===== src/rtl/wb_pkg.sv =====
// Shared types and sizing helpers for the Wishbone initiator and its watchdog.
package wb_pkg;

  typedef enum logic {
    S_IDLE = 1'b0,
    S_BUS  = 1'b1
  } state_t;

  // One extra count of headroom so the counter never wraps before the compare.
  function automatic int cnt_width(input int timeout);
    return $clog2(timeout + 1);
  endfunction

endpackage


===== src/rtl/wb_watchdog.sv =====
// Cycle counter that flags the edge on which an unacknowledged bus cycle must be aborted.
module wb_watchdog
  import wb_pkg::*;
#(
  parameter int timeout = 8
) (
  input  logic clk,
  input  logic rst_n,
  input  logic clear,
  input  logic enable,
  output logic expire
);

  localparam int CW = cnt_width(timeout);
  localparam logic [CW-1:0] LAST = CW'(timeout - 1);

  logic [CW-1:0] count;

  // NOTE: sequential state uses non-blocking assignments only, so every register
  // samples its inputs from before the edge regardless of block ordering.
  always_ff @(posedge clk or negedge rst_n) begin
    if (!rst_n) begin
      count <= '0;
    end else if (clear) begin
      count <= '0;
    end else if (enable) begin
      count <= count + CW'(1);
    end
  end

  // High during the cycle whose closing edge is the timeout-th edge without ACK.
  assign expire = enable && (count == LAST);

endmodule


===== src/rtl/wb_master.sv =====
// Wishbone classic single-transfer initiator: one host command becomes one CYC/STB cycle.
module wb_master
  import wb_pkg::*;
#(
  parameter int adr_width = 16,
  parameter int mem_width = 16,
  parameter int timeout   = 8
) (
  input  logic                 i_wb_clk,
  input  logic                 i_wb_rst_n,
  input  logic                 i_req,
  input  logic                 i_we,
  input  logic [adr_width-1:0] i_adr,
  input  logic [mem_width-1:0] i_wdata,
  output logic                 o_busy,
  output logic                 o_done,
  output logic                 o_err,
  output logic [mem_width-1:0] o_rdata,
  output logic                 o_wb_cyc,
  output logic                 o_wb_stb,
  output logic                 o_wb_we,
  output logic [adr_width-1:0] o_wb_adr,
  output logic [mem_width-1:0] o_wb_data,
  input  logic                 i_wb_ack,
  input  logic [mem_width-1:0] i_wb_data
);

  state_t               state, state_n;
  logic                 cyc, cyc_n;
  logic                 we, we_n;
  logic [adr_width-1:0] adr, adr_n;
  logic [mem_width-1:0] wdata, wdata_n;
  logic [mem_width-1:0] rdata, rdata_n;
  logic                 done, done_n;
  logic                 err, err_n;
  logic                 wd_enable;
  logic                 wd_expire;

  wb_watchdog #(
    .timeout(timeout)
  ) u_watchdog (
    .clk   (i_wb_clk),
    .rst_n (i_wb_rst_n),
    .clear (state == S_IDLE),
    .enable(wd_enable),
    .expire(wd_expire)
  );

  always_ff @(posedge i_wb_clk or negedge i_wb_rst_n) begin
    if (!i_wb_rst_n) begin
      state <= S_IDLE;
      cyc   <= 1'b0;
      we    <= 1'b0;
      adr   <= '0;
      wdata <= '0;
      rdata <= '0;
      done  <= 1'b0;
      err   <= 1'b0;
    end else begin
      state <= state_n;
      cyc   <= cyc_n;
      we    <= we_n;
      adr   <= adr_n;
      wdata <= wdata_n;
      rdata <= rdata_n;
      done  <= done_n;
      err   <= err_n;
    end
  end

  // NOTE: every signal written here gets a default first, so no path can leave
  // one unassigned and infer a latch.
  always_comb begin
    state_n   = state;
    cyc_n     = cyc;
    we_n      = we;
    adr_n     = adr;
    wdata_n   = wdata;
    rdata_n   = rdata;
    done_n    = 1'b0;
    err_n     = 1'b0;
    wd_enable = 1'b0;

    unique case (state)
      S_IDLE: begin
        if (i_req) begin
          we_n    = i_we;
          adr_n   = i_adr;
          wdata_n = i_wdata;
          cyc_n   = 1'b1;
          state_n = S_BUS;
        end
      end
      S_BUS: begin
        // ACK takes priority over an expiry landing on the same edge.
        if (i_wb_ack) begin
          cyc_n   = 1'b0;
          done_n  = 1'b1;
          state_n = S_IDLE;
          if (!we) rdata_n = i_wb_data;
        end else begin
          wd_enable = 1'b1;
          if (wd_expire) begin
            cyc_n   = 1'b0;
            done_n  = 1'b1;
            err_n   = 1'b1;
            state_n = S_IDLE;
          end
        end
      end
      default: state_n = S_IDLE;
    endcase
  end

  assign o_busy    = cyc;
  assign o_wb_cyc  = cyc;
  assign o_wb_stb  = cyc;
  assign o_wb_we   = we;
  assign o_wb_adr  = adr;
  assign o_wb_data = wdata;
  assign o_rdata   = rdata;
  assign o_done    = done;
  assign o_err     = err;

endmodule

===== config.mk =====
export PLATFORM = sky130hd
export DESIGN_NAME = wb_master
export DESIGN_NICKNAME = d
export VERILOG_FILES = /design/src/rtl/wb_pkg.sv /design/src/rtl/wb_watchdog.sv /design/src/rtl/wb_master.sv
export SDC_FILE = /design/constraint.sdc
export NUM_CORES = 1
export LEC_CHECK = 0
export ABC_CLOCK_PERIOD_IN_PS = 3600
export CAP_MARGIN = 15
export CORE_ASPECT_RATIO = 0.9
export CORE_MARGIN = 10
export CORE_UTILIZATION = 45
export CTS_CLUSTER_SIZE = 12
export DETAILED_ROUTE_END_ITERATION = 16
export PLACE_DENSITY = 0.85
export SLEW_MARGIN = 20
export SYNTH_ARGS = -nofsm -noshare
export SYNTH_HDL_FRONTEND = slang
export SYNTH_SLANG_ARGS = --single-unit

===== constraint.sdc =====
create_clock -name i_wb_clk -period 3.6 [get_ports i_wb_clk]
set_input_delay 0.36 -clock i_wb_clk [delete_from_list [all_inputs] [get_ports i_wb_clk]]
set_output_delay 0.36 -clock i_wb_clk [all_outputs]
set_load 0.1 [all_outputs]

==> results.toml, run 1 <==
[worst_setup_path]
crit_type = "flip-flop to output pin"
family_with_the_most_delay_on_the_worst_path = "buffers and inverters"
timing.critical_path.to = "o_wb_cyc"
cpMaxStageDelayCell = "sky130_fd_sc_hd__clkdlybuf4s50_1"
cp.required_ps = 3240
worstSetupPathDepth = 1
cp_data_arrival_time_ps = 1870
depth_of_the_worst_register_to_register_path = 3
worst-path-max-fanout = 5
register_to_register_setup_slack_ps = 1780
critPathLaunchType = "flip-flop"
critical_path_cell_by_cell = "clkdlybuf4s50_1"
timing.critical_path.from = "o_busy$_DFFE_PN0P_"
worst_r2r_startpoint = "state$_DFF_PN0_"
critical_path.max_stage_delay_ps = 1160
end_of_the_worst_register_to_register_path = "o_wb_data[0]$_DFFE_PN0P_"
path_buf_inv = 1
cp-end-kind = "output pin"

[power]
p_per_cell_area_mw_per_mm2 = 955
power.combinational.fraction_pct = 58.2
swShare_pct = 52.7
switching_power_mw = 1.83
static-leakage-power_nw = 1.63
seq_power_share_pct = 26.4
p_clk_share_pct = 15.3
maximum_vdd_drop_v = 0.000562
power_report.internal_total_mw = 1.64

[synth]
synth.ff_latch_count = 57
synthesis.instances = 136
synthesis.nets = 190
netlist_area_mm2 = 0.00242
yosysTopAreaCellShare_pct = 58.9
fraction_of_the_mapped_netlist_area_in_simple_logic_gates_pct = 4.13
seq_area_frac_synth_pct = 58.9
yosys-top-cells-count = "57 x sky130_fd_sc_hd__dfrtp_1, 38 x sky130_fd_sc_hd__mux2_4, 11 x sky130_fd_sc_hd__mux2_2, 4 x sky130_fd_sc_hd__buf_12"
synth_mux_area_share_pct = 29.1
postSynth.topFlopCell = "sky130_fd_sc_hd__dfrtp_1"
fraction_of_the_mapped_netlist_area_in_compound_gates_pct = 0.930
post_synth_adder_cell_area_pct = 0.517
synth_area_per_cell_um2 = 17.8
postSynth.asyncResetShare_pct = 100
synth_area_leader_cell = "sky130_fd_sc_hd__dfrtp_1"
synth_cell_types = 22
number_of_synthesized_flops_with_an_enable_pin = 0
synth_xor_xnor_area_share_pct = 1.09
yosysMostFrequentCell = "sky130_fd_sc_hd__dfrtp_1"
synth_top_family_by_area = "multiplexers"
count_of_warnings_emitted_by_yosys = 0
netlist_top_cells_area = "sky130_fd_sc_hd__dfrtp_1 59%, sky130_fd_sc_hd__mux2_4 24%, sky130_fd_sc_hd__mux2_2 5.1%"

[floorplan]
floorplan.die.height_um = 89.6
boundaryPins = 107
initial_utilization_pct = 46.3
fp.dieW_um = 97.3
rows = 25
die_area_mm2 = 0.00872
core_region_area_mm2 = 0.00522

[global_routing]
maximum_number_of_pins_on_one_net_before_global_route_repair = 31
global_route.overflow_total = 0
grt_first_pass_wirelength_mm = 9.11
antenna_found_initial = 0
vias_in_the_first_global_route = 1670
grt_use_total_pct = 13.6

[timing]
tns_ps = 0
rsz_0062_raised_after_global_routing = "no"
final_min_period_over_clock_period_pct = 62.1
maxSlewViolCount = 0
fmax_ghz = 0.447
setup-violations-final = 0
skew_ps = 5.88
max_slew_margin_pct = 33.0
hold_viol = 0
final_period_minus_worst_setup_slack_ps = 2230
tightest_slew_ps = 1000

[placement]
gp_routability_congestion = 0.759
io_buffers = 106
post-dp-hpwl_mm = 4.60
placement.cell_area_mm2 = 0.00346

[cts]
ctsHtreeMaxLevel = 3
cts-root-buf = "sky130_fd_sc_hd__clkbuf_8"
tritoncts.num_buffers = 9
cts_setup_buffers = 0
clk-insertion-delay-late_ps = 330
post_cts_resize_count = 0
tritoncts = "yes"
cts-hold-fix-buffers = 0
clock_transition_time_at_the_flip_flop_clock_pins_of_the_worst_setup_and_hold_paths_ps = 60
ctsLongestPathBuffers = 2
cts_num_sinks = 57

[min_path]
min-delay-path-class = "input port to async pin"

[route]
drc = 0
drtIter0Drc = 23
vias = 1461
routedWlPerCell_um = 18.4
avgViaCountPerCell = 4.58
drtAntennaViolNets = 0
firstDrtPassIters = 4
detail_route.wirelength_mm = 5.87

[final_layout]
nNetsFinal = 301
postLayoutCellArea_mm2 = 0.00364
area_growth_pct = 50.3
final_util_pct = 69.7
antennaDiodeCount = 0
final_layout_size_suffix_gt1_share_pct = 28.2

[run_status]
result_of_the_run = "complete, no violations"

[run]
cap_viol_max_count = 0
-- worst min-delay path by stage --
stage | endpoint | slack [ps] | depth (start not counted)
after floorplan | o_busy$_DFFE_PN0P_ | 60 | 0
after global placement | o_rdata[6]$_DFFE_PN0P_ | 430 | 1
after detailed placement | o_rdata[5]$_DFFE_PN0P_ | 440 | 1
after CTS | o_rdata[14]$_DFFE_PN0P_ | 80 | 1
after global routing | o_rdata[5]$_DFFE_PN0P_ | 110 | 1
final | o_rdata[11]$_DFFE_PN0P_ | 60 | 1
-- flip-flops by register name, indices dropped and copies added, names as in the netlist --
signal,count
o_wb_data,16
o_done,1
o_rdata,16
u_watchdog.count,4
o_wb_adr,16
o_busy,1
o_err,1
o_wb_we,1
state,1
-- layout make-up --
| cell class | instances | area [um2] |
|---|---|---|
| tap | 67 | 83.8 |
| inverter | 1 | 3.75 |
| clock inverter | 5 | 30.0 |
| clock buffer | 11 | 151 |
| multi-input combinational | 69 | 866 |
| sequential | 57 | 1430 |
| timing repair buffer | 109 | 1080 |
| fill | 363 | 1580 |
-- per-layer routing --
| layer | wire (um) | track usage, % | vias to the layer above | share of wire, % |
|---|---|---|---|---|
| met5 | 0 | 0 | - | 0 |
| met4 | 100 | 7.52 | 0 | 1.7 |
| met3 | 526 | 5.81 | 10 | 9.0 |
| met2 | 2650 | 20.6 | 77 | 45 |
| met1 | 2590 | 16.2 | 684 | 44 |
| li1 | - | - | 690 | - |
-- power by group through the flow --
stage / clock [mW] / sequential [mW] / combinational, mW
2_1_floorplan: 0 / 2.15 / 0.347
3_3_place_gp: 0 / 0.923 / 2.02
3_5_place_dp: 0 / 0.928 / 2.04
4_1_cts: 0.547 / 0.921 / 2.04
5_1_grt: 0.575 / 0.945 / 2.08
6_report: 0.533 / 0.919 / 2.03
-- cells by family after synthesis --
logic type,count (synthesis)
AO/OA/AOI/OAI,3
AND/OR/NAND/NOR,12
multiplexers,50
flip-flops,57
adder cells (fa/ha/maj),1
XOR/XNOR,3
buffers and inverters,10
-- cell usage in the layout, fill, tap and decap left out, types with 2 or more instances in the layout --
| master | synthesis | routed |
|---|---|---|
| sky130_fd_sc_hd__and2_1 | 3 | 3 |
| sky130_fd_sc_hd__buf_4 | 3 | 3 |
| sky130_fd_sc_hd__clkbuf_8 | 0 | 11 |
| sky130_fd_sc_hd__clkdlybuf4s50_1 | 0 | 105 |
| sky130_fd_sc_hd__clkinv_2 | 0 | 3 |
| sky130_fd_sc_hd__clkinvlp_4 | 0 | 2 |
| sky130_fd_sc_hd__dfrtp_1 | 57 | 57 |
| sky130_fd_sc_hd__mux2_2 | 11 | 11 |
| sky130_fd_sc_hd__mux2_4 | 38 | 38 |
| sky130_fd_sc_hd__nor2b_1 | 2 | 2 |
| sky130_fd_sc_hd__xnor2_1 | 3 | 3 |
-- through the flow --
stage          cells  setup slack, ps  hold slack, ps  total power [mW]
2_1_floorplan    136             1760            64.4              2.49
3_3_place_gp     303             1490             427              2.94
3_5_place_dp     303             1450             438              2.97
4_1_cts          319             1330            78.8              3.51
5_1_grt          319             1290             111              3.60
6_report         319             1370            56.4              3.48
(Power assumes the default switching activity.)
==> inputs of run 2 (changes only) <==
ABC_CLOCK_PERIOD_IN_PS = 2000   (was 3600)
CORE_UTILIZATION = 38   (was 45)
PLACE_DENSITY = 0.77   (was 0.85)
clock period = 2 ns   (was 3.6 ns; I/O delays follow)
==> results.toml, run 2 (synthesis gave the netlist of run 1 again) <==
[min_path]
min-delay-path-class = "input port to async pin"

[power]
p_per_cell_area_mw_per_mm2 = 1730
overall_power_of_the_completed_layout_mw = 6.17
maximum_vdd_drop_v = 0.00147
static-leakage-power_nw = 1.69

[timing]
final_period_minus_worst_setup_slack_ps = 1440
tns_ps = 0
setup-violations-final = 0
max_slew_margin_pct = 65.9
tightest_slew_ps = 512
fmax_ghz = 0.692
maxSlewViolCount = 0
skew_ps = 3.44
final_min_period_over_clock_period_pct = 72.2
slack_of_the_critical_path_ps = 555
hold_viol = 0
rsz_0062_raised_after_global_routing = "no"

[global_routing]
grt_first_pass_wirelength_mm = 9.01
grt_use_total_pct = 11.9
global_route.overflow_total = 0
maximum_number_of_pins_on_one_net_before_global_route_repair = 36
vias_in_the_first_global_route = 1675
antenna_found_initial = 0

[worst_setup_path]
critPathLaunchType = "flip-flop"
cp_data_arrival_time_ps = 1660
worst-path-max-fanout = 35
cp-end-kind = "flip-flop"
cp.required_ps = 2210
crit_type = "flip-flop to flip-flop"

[route]
drtIter0Drc = 52
drc = 0
drtAntennaViolNets = 0
avgViaCountPerCell = 4.36
vias = 1483
detail_route.wirelength_mm = 5.79
routedWlPerCell_um = 17.0
firstDrtPassIters = 4

[placement]
io_buffers = 106
post-dp-hpwl_mm = 4.49
gp_routability_congestion = 0.686
placement.setup.worst_slack_ps = 418
placement.cell_area_mm2 = 0.00337
dpl.cell_count = 324

[final_layout]
antennaDiodeCount = 0
nNetsFinal = 303
mostFrequentLayoutCells = "57 x sky130_fd_sc_hd__dfrtp_1, 57 x sky130_fd_sc_hd__buf_4, 51 x sky130_fd_sc_hd__clkdlybuf4s50_1"
area_growth_pct = 47.0
postLayoutCellArea_mm2 = 0.00356
final_layout_size_suffix_gt1_share_pct = 49.4
count_of_placed_standard_cells_in_the_final_layout_fillers_left_out = 340
nFillCells = 524

[cts]
clk-insertion-delay-late_ps = 330
tritoncts = "yes"
tritoncts.num_buffers = 9
post_cts_resize_count = 0
cts-root-buf = "sky130_fd_sc_hd__clkbuf_8"
clock_transition_time_at_the_flip_flop_clock_pins_of_the_worst_setup_and_hold_paths_ps = 60
ctsHtreeMaxLevel = 3
cts_num_sinks = 57
ctsLongestPathBuffers = 2

[floorplan]
die_area_mm2 = 0.00997
fp.dieW_um = 104
floorplan.die.height_um = 95.7
boundaryPins = 107
rows = 27
initial_utilization_pct = 39.4
core_region_area_mm2 = 0.00615

[run_status]
result_of_the_run = "complete, no violations"

[run]
cap_viol_max_count = 0
==> run 2: cell count changes in the layout (fill, tap and decap cells not counted) <==
cell and delta:
sky130_fd_sc_hd__dlygate4sd3_1 +1, sky130_fd_sc_hd__clkinvlp_4 -2, sky130_fd_sc_hd__buf_12 +1, sky130_fd_sc_hd__clkdlybuf4s50_1 -54
sky130_fd_sc_hd__clkbuf_8 +1, sky130_fd_sc_hd__buf_4 +54
==> run 2: repair_timing <==
action,in CTS,in global routing
hold endpoints to repair,21,0
hold buffers,1,0
setup buffers,0,0
==> run 2: final cells by class <==
cell class                      instances  area [um2]  area share (%)
Inverter                                1        3.75           0.105
Multi-Input combinational cell         69         866            24.3
Clock inverter                          3        15.0           0.422
Timing Repair Buffer                  111         973            27.4
Sequential cell                        57        1430            40.1
Clock buffer                           12         165            4.64
Tap cell                               87         109            3.06
==> run 2: power breakdown <==
group	total [mW]	internal (mW)	switching (mW)
logic	3.54	0.880	2.66
registers	1.67	1.47	0.201
clock network	0.969	0.537	0.432
==> run 2: worst max-delay path: stages, from the launching register on <==
cell                      delay [ps]
sky130_fd_sc_hd__dfrtp_1         520
sky130_fd_sc_hd__nor2b_4         180
sky130_fd_sc_hd__buf_12          260
sky130_fd_sc_hd__mux2_2          370
==> run 2: path summary, 6_finish.rpt <==
kind | startpoint | to | slack, ps | cells after the start
min | i_wb_rst_n | o_rdata[1]$_DFFE_PN0P_ | 380 | 2
max in group asynchronous | i_wb_rst_n | o_wb_adr[2]$_DFFE_PN0P_ | 930 | 3
min reg2reg | o_rdata[15]$_DFFE_PN0P_ | o_rdata[15]$_DFFE_PN0P_ | 510 | 1
min in group i_wb_clk | i_wdata[2] | o_wb_data[2]$_DFFE_PN0P_ | 480 | 2
max reg2reg | state$_DFF_PN0_ | o_wb_adr[15]$_DFFE_PN0P_ | 560 | 3
max | state$_DFF_PN0_ | o_wb_adr[15]$_DFFE_PN0P_ | 560 | 3
==> run 2: per-stage QoR <==
stage          hold WS (ps)  util [%]
2_1_floorplan         -95.6         -
4_1_cts                 380      57.9
6_report                379      57.9
5_1_grt                 387      57.9
3_5_place_dp            205      54.8
3_3_place_gp            200      54.8
==> run 2: routing by layer <==
layer / GRT usage, % / part of all wire, % / vias up
met1: 12.2 / 40 / 708
met3: 10.8 / 15 / 4
met2: 17.2 / 44 / 78
met4: 4.51 / 0.81 / 0
li1: - / - / 693
met5: 0 / 0 / -
==> inputs of run 3 (changes only) <==
ABC_CLOCK_PERIOD_IN_PS = 1400   (was 2000)
CORE_UTILIZATION = 42   (was 38)
PLACE_DENSITY = 0.8   (was 0.77)
clock period = 1.4 ns   (was 2 ns; I/O delays follow)
==> results.toml, run 3 (synthesis gave the netlist of run 1 again) <==
[final_layout]
nFillCells = 322
area.sequential_mm2 = 0.00143
final_layout_size_suffix_gt1_share_pct = 50.8
nNetsFinal = 308
count_of_placed_standard_cells_in_the_final_layout_fillers_left_out = 328
final_util_pct = 75.8
most_common_library_cell_in_the_layout_ignoring_fill_and_taps = "sky130_fd_sc_hd__buf_12"
mostFrequentLayoutCells = "56 x sky130_fd_sc_hd__buf_12, 54 x sky130_fd_sc_hd__dfrtp_1, 51 x sky130_fd_sc_hd__clkdlybuf4s50_1"
area_growth_pct = 76.2
multi_input_area_um2 = 866
antennaDiodeCount = 0

[cts]
clock_transition_time_at_the_flip_flop_clock_pins_of_the_worst_setup_and_hold_paths_ps = 60
ctsLongestPathBuffers = 2
clk-insertion-delay-late_ps = 330
cts_num_sinks = 57
tritoncts.num_buffers = 9
tritoncts = "yes"
ctsHtreeMaxLevel = 3
cts_setup_buffers = 0
cts-root-buf = "sky130_fd_sc_hd__clkbuf_8"

[timing]
rsz_0062_raised_after_global_routing = "no"
max_slew_margin_pct = 69.2
final_min_period_over_clock_period_pct = 94.7
hold_viol = 0
tightest_slew_ps = 463
setup-violations-final = 0
final_period_minus_worst_setup_slack_ps = 1330
fin_worst_hold_slack_ps = 316
skew_ps = 7.02
fmax_ghz = 0.754
maxSlewViolCount = 0

[worst_setup_path]
cp.required_ps = 1610
critPathLaunchType = "flip-flop"
crit_type = "flip-flop to flip-flop"
timing.critical_path.to = "o_wb_data[0]$_DFFE_PN0P_"
cp-end-kind = "flip-flop"
timing.critical_path.from = "state$_DFF_PN0_"
cp_data_arrival_time_ps = 1540
register_to_register_setup_slack_ps = 70
worst-path-max-fanout = 23
depth_of_the_worst_register_to_register_path = 3
end_of_the_worst_register_to_register_path = "o_wb_data[0]$_DFFE_PN0P_"
worst_r2r_startpoint = "state$_DFF_PN0_"

[placement]
io_buffers = 106
gp_routability_congestion = 0.734
dpl.cell_count = 312
post-dp-hpwl_mm = 4.92

[route]
firstDrtPassIters = 4
vias = 1535
drtAntennaViolNets = 0
routedWlPerCell_um = 18.9
detail_route.wirelength_mm = 6.21
drtIter0Drc = 72
drc = 0
avgViaCountPerCell = 4.68

[power]
seq_power_share_pct = 25.5
switching_power_mw = 4.96
swShare_pct = 48.3
power_report.internal_total_mw = 5.31
static-leakage-power_nw = 1.96
overall_power_of_the_completed_layout_mw = 10.3
maximum_vdd_drop_v = 0.00181
p_per_cell_area_mw_per_mm2 = 2410
p_clk_share_pct = 13.7
power.combinational.fraction_pct = 60.8

[min_path]
min-delay-path-class = "input port to async pin"

[global_routing]
global_route.overflow_total = 0
maximum_number_of_pins_on_one_net_before_global_route_repair = 24
grt_first_pass_wirelength_mm = 9.94
grt_use_total_pct = 13.9
antenna_found_initial = 0
vias_in_the_first_global_route = 1790

[floorplan]
core_region_area_mm2 = 0.00563
rows = 26
floorplan.die.height_um = 92.0
die_area_mm2 = 0.00921
fp.dieW_um = 100
initial_utilization_pct = 43.0
boundaryPins = 107

[run_status]
result_of_the_run = "complete, no violations"

[run]
cap_viol_max_count = 0
==> run 3: cell count changes in the layout (fill, tap and decap cells not counted) <==
cell                        before  now
sky130_fd_sc_hd__buf_12          1   56
sky130_fd_sc_hd__buf_4          57    7
sky130_fd_sc_hd__bufinv_16       0    1
sky130_fd_sc_hd__clkbuf_1        0    2
sky130_fd_sc_hd__clkbuf_8       12    9
sky130_fd_sc_hd__dfrtp_1        57   54
sky130_fd_sc_hd__dfrtp_2         0    2
sky130_fd_sc_hd__dfrtp_4         0    1
==> run 3: worst min-delay path by stage <==
| stage | cells past startpoint | end | slack [ps] |
|---|---|---|---|
| final | 2 | o_wb_adr[5]$_DFFE_PN0P_ | 320 |
| after CTS | 2 | o_wb_adr[3]$_DFFE_PN0P_ | 300 |
| after detailed placement | 1 | o_wb_adr[3]$_DFFE_PN0P_ | 120 |
| after global routing | 2 | o_wb_data[13]$_DFFE_PN0P_ | 330 |
| after floorplan | 0 | o_busy$_DFFE_PN0P_ | -160 |
| after global placement | 1 | o_wb_adr[5]$_DFFE_PN0P_ | 120 |
==> run 3: power groups by stage <==
stage / clock, mW / combinational (mW) / sequential, mW
2_1_floorplan: 0 / 0.892 / 5.53
3_3_place_gp: 0 / 6.24 / 2.62
3_5_place_dp: 0 / 6.29 / 2.64
4_1_cts: 1.46 / 6.30 / 2.62
5_1_grt: 1.54 / 6.39 / 2.67
6_report: 1.41 / 6.25 / 2.62
==> run 3: critical path: stages (launching register included) <==
cell	delay [ps]
sky130_fd_sc_hd__dfrtp_2	460
sky130_fd_sc_hd__nor2b_4	160
sky130_fd_sc_hd__buf_12	210
sky130_fd_sc_hd__mux2_2	360
==> run 3: routing by layer <==
layer,vias to the layer above,part of all wire [%],track usage [%]
met2,75,50,21.7
met5,-,0,0
li1,701,-,-
met1,755,39,15.4
met4,0,0.45,4.24
met3,4,11,8.78
==> run 3: repair_timing <==
item / in CTS / in global routing
endpoints found under the setup margin: 0 / 8
resized for setup: 0 / 1
hold buffers: 1 / 0
hold endpoints to repair: 16 / 0
==> run 3: stage by stage <==
stage	area, um2	TNS, ps	setup WS, ps
floorplan	2430	-348	-34.8
global placement	4080	-1070	-52.3
CTS	4260	0	27.5
finish	4270	0	73.7
global route	4270	0	25.0
detailed placement	4080	-3330	-129
==> run 3: layout make-up <==
class	count	share of cell area (%)
clock buffer	11	3.08
clock inverter	4	1.06
inverter	1	0.0880
multi-input combinational	69	20.3
sequential	57	33.6
tap	70	2.05
timing repair buffer	116	39.8
